`config.mk`:
```
export PLATFORM = sky130hd
export DESIGN_NAME = serial_subtractor_ctrl
export DESIGN_NICKNAME = d
export VERILOG_FILES = /design/src/rtl/serial_sub_pkg.sv /design/src/rtl/full_subtractor_1bit.sv /design/src/rtl/serial_subtractor_ctrl.sv
export SDC_FILE = /design/constraint.sdc
export NUM_CORES = 1
export LEC_CHECK = 0
export ABC_AREA = 1
export BUFFER_PORTS_ARGS = -buffer_cell sky130_fd_sc_hd__buf_2
export CORE_AREA = 2 2 66 53
export CTS_BUF_LIST = sky130_fd_sc_hd__clkbuf_8
export DETAILED_ROUTE_END_ITERATION = 7
export DIE_AREA = 0 0 68 55
export GPL_TIMING_DRIVEN = 0
export HOLD_SLACK_MARGIN = 0.1
export PLACE_DENSITY = 0.76
export SLEW_MARGIN = 20
export SYNTH_ARGS = -nofsm -noshare
export SYNTH_HDL_FRONTEND = slang
export SYNTH_SLANG_ARGS = --single-unit
```
`constraint.sdc`:
```
create_clock -name clk -period 1.45 [get_ports clk]
set_input_delay 0.145 -clock clk [delete_from_list [all_inputs] [get_ports clk]]
set_output_delay 0.145 -clock clk [all_outputs]
set_load 0.005 [all_outputs]
```
`src/rtl/serial_sub_pkg.sv`:
```
// serial_sub_pkg: shared state encoding and WIDTH limits for serial_subtractor_ctrl
package serial_sub_pkg;
  typedef enum logic [1:0] {ST_IDLE = 2'd0, ST_RUN = 2'd1, ST_DONE = 2'd2} state_t;
  localparam int WIDTH_MIN = 1;
  localparam int WIDTH_MAX = 32;
endpackage

```
`src/rtl/full_subtractor_1bit.sv`:
```
// full_subtractor_1bit: single-bit difference and borrow
module full_subtractor_1bit (
  input  logic a,
  input  logic b,
  input  logic b_in,
  output logic d,
  output logic b_out
);
  assign d = a ^ b ^ b_in;
  assign b_out = (~a & b) | (~(a ^ b) & b_in);
endmodule

```
`src/rtl/serial_subtractor_ctrl.sv`:
```
// serial_subtractor_ctrl: bit-serial a - b - b_in, LSB first; SERIAL_SUB_FLAGS_EN adds zero/ovf
module serial_subtractor_ctrl
  import serial_sub_pkg::*;
#(
  parameter int WIDTH = 8
) (
  input  logic             clk,
  input  logic             rst,
  input  logic             start,
  input  logic [WIDTH-1:0] a,
  input  logic [WIDTH-1:0] b,
  input  logic             b_in,
  output logic             busy,
  output logic             done,
  output logic [WIDTH-1:0] d,
  output logic             b_out
`ifdef SERIAL_SUB_FLAGS_EN
  ,
  output logic             zero,
  output logic             ovf
`endif
);
  localparam int CW = $clog2(WIDTH + 1);
  state_t state;
  logic [WIDTH-1:0] a_sh, b_sh, r_sh, r_next;
  logic [CW-1:0] cnt;
  logic brw, cd, cb, last;
  full_subtractor_1bit u_cell (.a(a_sh[0]), .b(b_sh[0]), .b_in(brw), .d(cd), .b_out(cb));
  // Difference bits enter at the MSB so the LSB-first result lands aligned after WIDTH shifts
  if (WIDTH == 1) begin : g_w1
    assign r_next = cd;
  end else begin : g_wn
    assign r_next = {cd, r_sh[WIDTH-1:1]};
  end
  assign last = cnt == CW'(WIDTH - 1);
  always_ff @(posedge clk) begin
    if (rst) begin
      state <= ST_IDLE;
      busy <= 1'b0;
      done <= 1'b0;
      d <= '0;
      b_out <= 1'b0;
      a_sh <= '0;
      b_sh <= '0;
      r_sh <= '0;
      cnt <= '0;
      brw <= 1'b0;
`ifdef SERIAL_SUB_FLAGS_EN
      zero <= 1'b0;
      ovf <= 1'b0;
`endif
    end else begin
      case (state)
        ST_IDLE: if (start) begin
          state <= ST_RUN;
          busy <= 1'b1;
          a_sh <= a;
          b_sh <= b;
          brw <= b_in;
          cnt <= '0;
        end
        ST_RUN: begin
          a_sh <= a_sh >> 1;
          b_sh <= b_sh >> 1;
          r_sh <= r_next;
          brw <= cb;
          cnt <= cnt + 1'b1;
          if (last) begin
            state <= ST_DONE;
            done <= 1'b1;
            d <= r_next;
            b_out <= cb;
`ifdef SERIAL_SUB_FLAGS_EN
            zero <= r_next == '0;
            ovf <= brw ^ cb;
`endif
          end
        end
        ST_DONE: begin
          state <= ST_IDLE;
          busy <= 1'b0;
          done <= 1'b0;
        end
        default: state <= ST_IDLE;
      endcase
    end
  end
endmodule

```
==> metrics.txt <==
core footprint 3110 µm²; postcts setup bufs 0; P_int 1.74 mW; clk_lat worst skew 0.29 ns; most frequent cells in the layout 59 x nand2_1, 40 x dfxtp_1, 39 x nor2_1, 36 x buf_2, 21 x o21ai_0; Clk pwr share roughly a third; post-synthesis register bit count 41; FF-to-FF setup slack 0.09 ns; unrepaired setup endpoints after global routing false; initial drt markers 84; CTS tree done; clk buf depth 2; Worst VDD drop 823 µV; drt drc 0; WL/cell 11.4 µm; H-tree Lvls 2; Detail Route Antenna Nets 0; TritonRoute pass-1 iters 4; crit end category flop; nets@finish 295; Final Setup Violations 0; Power Density 1150 nW/µm²; most common cell after layout, fill and taps aside nand2_1; Startpoint Class flop; Die X slightly below 70 µm; Worst-Margin Slew 0.221 ns; routability congestion estimate from global placement between 0.7 and 0.8; setup TNS 0 ns; DR vias/cell 4.95; Final Instance Count excl. Fillers 314; Worst-path clk slew 0.08 ns; total grt overflow 0; Tot GR Track Use 21.7%; max_cap viols 0; CTS root buf clkbuf_8; Final HPWL DP 2550 µm; Worst R2R Start cnt[1]; Hold Path Sink busy; hold path start start; final hold viol count 0; Clock Skew 0.00624 ns; Tmin final 1.36 ns; Seq/Total Area, Yosys 48.6%; TritonCTS buffer count 5; ANT cells 0; Synth Instances 232; Critical R2R Capture d[7]; crit-path max FO 9; Syn Area/Cell 7.29 µm²; layout cells sized above 1 20.4%; WP data arrival 1.55 ns; first-pass GRT wire length slightly below 6000 µm; synthesized cell area approximately 1700 µm²; CTS Sinks 41; I/O pins 31; initial core utilization a little over half; final WL 3570 µm; Hold Path Class input pin to flop; vias in the first global route 1328; post-synth cell types 21; initial antenna violation count 0; Die Y 55 µm; fmax 0.733 GHz; Net Sw Power 0.589 mW; Synth Net Count between 200 and 300; crit share post-route 94.1%; status finished clean; hold depth 3; Reg2Reg Depth 6; Synth warnings 0; # fillers 288; die area 3740 µm²; Layout area overhead 20.4%; Worst Path Required 1.64 ns; Flop pwr share between 50% and 60%; Slew headroom 85.1%; combinational share of power 12.8%; via count 1554; largest net degree at the start of global routing 13; P_leak about 0.95 nW; Slew Limit Fails 0; fin util about 65%; Cells after DPL around 300; input/output buffers 30; row count 18; Setup CP Type flop to flop; switch share 25.2%
==> area by class of cell <==
class | instances | area [µm²] | share of cell area [%]
Inverter | 16 | 62.6 | 3.07
Sequential cell | 41 | 822 | 40.4
Clock inverter | 1 | 5.00 | 0.246
Buffer | 10 | 62.6 | 3.07
Multi-Input combinational cell | 165 | 747 | 36.7
Clock buffer | 7 | 96.3 | 4.73
Timing Repair Buffer | 34 | 190 | 9.34
Tap cell | 40 | 50.0 | 2.46
==> registers in the layout, indices dropped and copies added (netlist names) <==
signal	flops
brw	1
r_sh	7
a_sh	8
state	2
busy	1
d	8
b_out	1
done	1
b_sh	8
cnt	4
==> repair_timing <==
item / 4_1_cts / 5_1_grt
gates resized for setup: 0 / 5
setup endpoints to repair: 0 / 16
hold endpoints to repair: 4 / 0
hold buffers: 4 / 0
==> worst max path at each step <==
stage,start,end,depth (start not counted)
6_report,cnt[1],d[7],6
5_1_grt,cnt[1],d[7],6
4_1_cts,rst,b_sh[0],6
3_5_place_dp,cnt[0],d[7],6
3_3_place_gp,cnt[0],d[7],6
2_1_floorplan,b_sh[0],r_sh[7],4
==> cells by family (layout without fill, tap and decap cells) <==
kind of cell	Yosys count	count (layout)	share of synthesized area [%]
AOI/OAI and AO/OA	48	48	14.4
adders and majority gates	2	2	1.92
buffers and inverters	26	68	7.25
DFF	41	41	48.6
and+or+nand+nor	115	115	27.8
==> layer usage <==
layer	part of all wire (%)	up-vias	routed length (µm)	GRT usage, %
met5	0	-	0	0
met4	1.9	0	68	9.67
met3	4.8	8	172	5.47
met2	44	38	1560	32.5
met1	50	689	1770	29.6
li1	-	819	-	-
==> Yosys cell counts (all sizes together) <==
cell type / instances / area [µm²]
nor2: 40 / 158
ha: 1 / 12.5
inv: 16 / 62.6
and2: 1 / 6.26
fa: 1 / 20.0
nand2: 62 / 245
buf: 8 / 52.6
o21ai: 33 / 169
nand3: 11 / 55.1
a21oi: 15 / 75.1
dfxtp: 41 / 821
nand4: 1 / 6.26
clkbuf: 2 / 7.51
==> critical path, stage by stage, from the launching register on <==
cell and delay, ns:
dfxtp_1 0.38, ha_1 0.20, nand2_1 0.08, nor2_1 0.16
nand2_2 0.17, o21ai_1 0.22, nor2_1 0.05
==> power groups by stage <==
stage | logic, mW | registers (mW) | clock network, mW
CTS | 0.298 | 1.23 | 0.819
detailed placement | 0.287 | 1.26 | 0
global placement | 0.282 | 1.25 | 0
global route | 0.341 | 1.24 | 0.871
floorplan | 0.206 | 1.25 | 0
finish | 0.299 | 1.23 | 0.803
==> stage by stage <==
step	hold slack [ns]	power [mW]	setup WS (ns)	cell area (µm²)
6_report	0.151	2.33	0.0855	2040
5_1_grt	0.168	2.45	0.0117	2040
4_1_cts	0.152	2.35	0.0169	2030
3_3_place_gp	0.401	1.54	0.145	1890
3_5_place_dp	0.401	1.54	0.129	1890
2_1_floorplan	0.214	1.45	0.307	1690
Power figures use the tool's default switching activity.
